===== config.mk =====
export PLATFORM = sky130hd
export DESIGN_NAME = tile_renderer
export DESIGN_NICKNAME = d
export VERILOG_FILES = /design/src/rtl/tile_renderer.sv
export SDC_FILE = /design/constraint.sdc
export NUM_CORES = 1
export LEC_CHECK = 0
export BUFFER_PORTS_ARGS = -buffer_cell sky130_fd_sc_hd__buf_4
export CAP_MARGIN = 20
export CORE_MARGIN = 8
export CORE_UTILIZATION = 50
export CTS_CLUSTER_SIZE = 40
export DETAILED_ROUTE_END_ITERATION = 10
export PLACE_DENSITY = 0.75
export SYNTH_ARGS = -nofsm -noshare
export SYNTH_HDL_FRONTEND = slang
export SYNTH_SLANG_ARGS = --single-unit

===== constraint.sdc =====
create_clock -name Clk -period 20.1 [get_ports Clk]
set_clock_uncertainty 0.2 [all_clocks]
set_input_delay 4.02 -clock Clk [delete_from_list [all_inputs] [get_ports Clk]]
set_output_delay 4.02 -clock Clk [all_outputs]
set_load 0.1 [all_outputs]

===== src/rtl/tile_renderer.sv =====
// Background tile renderer: 20x15 map of 32x32 tiles feeding sprite_rom, two-stage pixel pipeline.
// Optional grid overlay enabled by defining TILE_RENDERER_GRID_EN.
module tile_renderer (
    input  logic        Clk,
    input  logic        Reset,
    input  logic [9:0]  DrawX,
    input  logic [9:0]  DrawY,
    input  logic        blank,
    output logic [5:0]  rom_addr,
    input  logic [31:0] rom_data,
    input  logic        map_we,
    input  logic [8:0]  map_addr,
    input  logic        map_wdata,
    output logic        map_ready,
    output logic [7:0]  Red,
    output logic [7:0]  Green,
    output logic [7:0]  Blue
);

    // state   | meaning
    // S_CLEAR | loading the default room, one map entry per cycle; output forced black
    // S_RUN   | rendering; host map writes accepted
    localparam logic [0:0] S_CLEAR = 1'b0;
    localparam logic [0:0] S_RUN   = 1'b1;

    localparam logic [23:0] WALL_FG  = 24'hC0C0C0;
    localparam logic [23:0] WALL_BG  = 24'h404040;
    localparam logic [23:0] FLOOR_FG = 24'h8B5A2B;
    localparam logic [23:0] FLOOR_BG = 24'h000000;
`ifdef TILE_RENDERER_GRID_EN
    localparam logic [23:0] GRID_COLOR = 24'hFF0000;
`endif

    localparam logic [9:0] MAP_SIZE = 10'd300;

    logic [0:0]  r_state;
    logic [8:0]  r_clr_cnt;
    logic [3:0]  r_clr_row;
    logic [4:0]  r_clr_col;
    logic        r_map [0:299];

    logic [4:0]  r_x_s1;
    logic [4:0]  r_y_s1;
    logic        r_blank_s1;
    logic        r_on_s1;
    logic        r_tile_s1;
    logic [23:0] r_rgb;

    logic [9:0]  w_rd_idx;
    logic        w_clr_wall;
    logic        w_we;
    logic [8:0]  w_waddr;
    logic        w_wdata;
    logic        w_pix;
    logic [23:0] w_rgb;

    assign w_rd_idx   = 10'(DrawY[9:5]) * 10'd20 + 10'(DrawX[9:5]);
    assign w_clr_wall = (r_clr_row == 4'd0) || (r_clr_row == 4'd14) ||
                        (r_clr_col == 5'd0) || (r_clr_col == 5'd19);

    // The clear sequencer owns the write port until RUN; host writes before then are dropped.
    always_comb begin
        w_we    = 1'b0;
        w_waddr = 9'd0;
        w_wdata = 1'b0;
        if (r_state == S_CLEAR) begin
            w_we    = 1'b1;
            w_waddr = r_clr_cnt;
            w_wdata = ~w_clr_wall;
        end else if (map_we && (map_addr < 9'd300)) begin
            w_we    = 1'b1;
            w_waddr = map_addr;
            w_wdata = map_wdata;
        end
    end

    always_ff @(posedge Clk or posedge Reset) begin
        if (Reset) begin
            r_state   <= S_CLEAR;
            r_clr_cnt <= 9'd0;
            r_clr_row <= 4'd0;
            r_clr_col <= 5'd0;
        end else if (r_state == S_CLEAR) begin
            if (r_clr_cnt == 9'd299) begin
                r_state <= S_RUN;
            end
            r_clr_cnt <= r_clr_cnt + 9'd1;
            if (r_clr_col == 5'd19) begin
                r_clr_col <= 5'd0;
                r_clr_row <= r_clr_row + 4'd1;
            end else begin
                r_clr_col <= r_clr_col + 5'd1;
            end
        end
    end

    assign map_ready = (r_state == S_RUN);

    // Map storage has no reset; the clear sequencer initialises it after every reset.
    always_ff @(posedge Clk) begin
        if (w_we) begin
            r_map[w_waddr] <= w_wdata;
        end
    end

    // Stage S0: registered map read (old data on a same-cycle write) plus coordinate capture.
    always_ff @(posedge Clk or posedge Reset) begin
        if (Reset) begin
            r_x_s1     <= 5'd0;
            r_y_s1     <= 5'd0;
            r_blank_s1 <= 1'b0;
            r_on_s1    <= 1'b0;
            r_tile_s1  <= 1'b0;
        end else begin
            r_x_s1     <= DrawX[4:0];
            r_y_s1     <= DrawY[4:0];
            r_blank_s1 <= blank;
            r_on_s1    <= (DrawX < 10'd640) && (DrawY < 10'd480);
            r_tile_s1  <= (w_rd_idx < MAP_SIZE) ? r_map[w_rd_idx[8:0]] : 1'b0;
        end
    end

    assign rom_addr = {r_tile_s1, r_y_s1};
    assign w_pix    = rom_data[5'd31 - r_x_s1];

    always_comb begin
        w_rgb = 24'h000000;
        if (r_blank_s1 && r_on_s1 && (r_state == S_RUN)) begin
            if (r_tile_s1) begin
                w_rgb = w_pix ? FLOOR_FG : FLOOR_BG;
            end else begin
                w_rgb = w_pix ? WALL_FG : WALL_BG;
            end
`ifdef TILE_RENDERER_GRID_EN
            if ((r_x_s1 == 5'd0) || (r_y_s1 == 5'd0)) begin
                w_rgb = GRID_COLOR;
            end
`endif
        end
    end

    always_ff @(posedge Clk or posedge Reset) begin
        if (Reset) begin
            r_rgb <= 24'h000000;
        end else begin
            r_rgb <= w_rgb;
        end
    end

    assign Red   = r_rgb[23:16];
    assign Green = r_rgb[15:8];
    assign Blue  = r_rgb[7:0];

endmodule

==> metrics.cfg <==
[global_route]
grt_start_max_net_pins = 133
overflow = 0
grt_pass1_vias = 9592
grt_pass1_wl_mm = 56.3
grt_usage_pct = 20.1
antenna_found_initial = 0

[worst_setup_path]
worst_setup_path_end_kind = flip-flop
worstPathRequired_ns = 20.32
path_buf_inv = 1
cp.arrival_ns = 7.49
regToRegSetupSlack_ns = 16.81
slowest_stage = fa_1
crit_path_cell_trace = buf_4 -> ha_1 -> fa_1 -> nor2b_1 -> a22oi_1 -> a21oi_1 -> or3_1 -> o21ai_0 -> a2111o_1 -> o211ai_1
worstPathMaxFanout = 16
critical_path_class = in2reg
slowest_delay_ns = 1.02
critPathLaunchType = input port
cpLargestDelayFamily = adder cells

[die]
start_util_pct = 50.7
dieArea_um2 = 36900
rows = 64
num_io_pins = 97
die_h_um = 192
core_um2 = 30600
die_x_um = 192

[drt]
drt-total-wl_mm = 37.4
drc = 0
vias = 9665
first_pass_iters = 5
wl_per_cell_um = 23.5
antenna_left = 0
drtIter0Drc = 1290
viasPerCell = 6.08

[final_layout]
area_growth_syn_to_layout_pct = 12.0
final_common_cell = nor2_1
antenna_cells = 0
final_cell_mix = nor2_1, edfxtp_1, buf_4
final_cells = 1590
drive_above_1_share_pct = 20.9
regArea_um2 = 9930
multi_input_area_um2 = 5070
final_nets = 1253
fillerInstances = 2422

[timing]
rsz0062_at_grt = no
maxSlewHeadroom_pct = 19.4
setup_viol = 0
setup_tns_ns = 0
hold-worst-slack_ns = 0.274
finalHoldViolations = 0
max_clock_freq_mhz = 138
tightest_slew_ns = 1.20
slew_viol_final = 0
period_share_pct = 36.2
layout_min_cycle_time_ns = 7.27

[pwr]
ir_worst_vdd_uv = 57.8
power_density_nw_per_um2 = 84.7
p_leak_nw = 6.31

[synth]
synth_edf_count = 300
syn_inst = 1118
post-synth-top-area-cell = edfxtp_1
postSynthAreaPerCell_um2 = 13.9
synth-main-ff-cell = edfxtp_1
synth_top_area_share_pct = 58.0
synth_seq_area_share_pct = 64.0
yosysUniqueCellTypes = 59
syn_area_um2 = 15500
synth_warnings = 0
synth_area_leaders = edfxtp_1, mux4_2, nor2_1, dfrtp_1, mux2i_1
async_reset_ff_share_pct = 11.0
ys_seq_elements = 337

[run_status]
status = complete, no violations

[clock_network]
ctsResizeCount = 0
post_cts_buffers = 0
h-tree-depth = 2
root_buffer = clkbuf_16
cts_tree = yes
clock-sinks = 337
clk_pin_slew_ns = 0.06
cts_inserted_buffers = 35
clk_latency_ns = 0.51
ctsLongestPathBuffers = 3
cts_hold_buf = 0

[place]
hpwl_mm = 22.4
numPortBuffers = 88
place.gp.congestion = 0.807
placed_cells = 1527

[job]
maxCapViolCount = 0

[worst_hold_path]
hp-class = reg2reg

Yosys cell counts, drive strengths merged (4+ instances only):
cell	count
a21o	7
a21oi	13
a22oi	17
a31oi	4
buf	65
clkbuf	25
dfrtp	37
edfxtp	300
ha	15
inv	11
mux2i	26
mux4	75
nand2	61
nand3	10
nand3b	4
nand4	6
nor2	316
nor2b	9
nor3	10
nor3b	4
o21ai	19
o221ai	6
o31ai	5
o32ai	4
xnor2	13
xor2	7
per-layer routing:
| metal | vias to the layer above | global-route usage [%] | routed length [um] |
|---|---|---|---|
| met1 | 4928 | 27.3 | 14800 |
| met2 | 473 | 32.5 | 18200 |
| met5 | - | 0 | 0 |
| met4 | 0 | 5.58 | 724 |
| li1 | 4209 | - | - |
| met3 | 55 | 4.12 | 3610 |
where the power goes:
part / leakage, nW / switching (mW) / internal, mW / total [mW]
Sequential: 3.76 / 0.00324 / 0.754 / 0.757
Combinational: 2.04 / 0.0690 / 0.0391 / 0.108
Clock: 0.513 / 0.255 / 0.352 / 0.607
worst register-to-register path, stage by stage (launching register included):
cell and delay, ns:
dfrtp_1 0.38, buf_4 0.26, o31ai_1 1.03, nand2_1 0.76, nor2_1 0.33
logic make-up after synthesis:
family	share of synthesized area, %
and+or+nand+nor	11.5
DFF	64.0
muxes	12.8
AOI/OAI and AO/OA	5.51
adders and majority gates	1.47
xor gates and xnor gates	1.13
buffers and inverters	3.54
other	0.0242
area by class of cell:
class	count	area share (%)
Sequential cell	337	57.1
Timing Repair Buffer	98	4.46
Tap cell	396	2.85
Inverter	11	0.237
Clock inverter	14	0.547
Clock buffer	47	5.60
Multi-Input combinational cell	687	29.2
flip-flops by register name, indices dropped and copies added (netlist names):
name / flops
map_ready: 1
r_blank_s1: 1
r_clr_cnt: 9
r_clr_col: 5
r_clr_row: 4
r_map: 300
r_on_s1: 1
r_rgb: 5
r_tile_s1: 1
r_x_s1: 5
r_y_s1: 5
worst paths after layout:
kind,startpoint,endpoint,depth (start not counted)
max in group asynchronous,Reset,r_clr_cnt[8],3
worst max register to register,map_ready,r_map[77],4
worst min register to register,r_clr_cnt[8],r_clr_cnt[8],1
worst min-delay path,r_clr_cnt[8],r_clr_cnt[8],1
min in group asynchronous,Reset,r_y_s1[4],2
worst max-delay path,DrawX[7],r_tile_s1,10
per-stage QoR:
stage               power [mW]  utilization [%]  cell area (um^2)  worst slack [ns]
CTS                       1.48             56.7             17300             12.91
floorplan                0.848                -             15500             0.876
global placement         0.877             53.2             16300             12.48
detailed placement       0.879             53.2             16300             12.42
global route              1.51             56.9             17400             12.66
finish                    1.47             56.9             17400             12.83
Note: power is estimated with default switching activity, not from simulation.
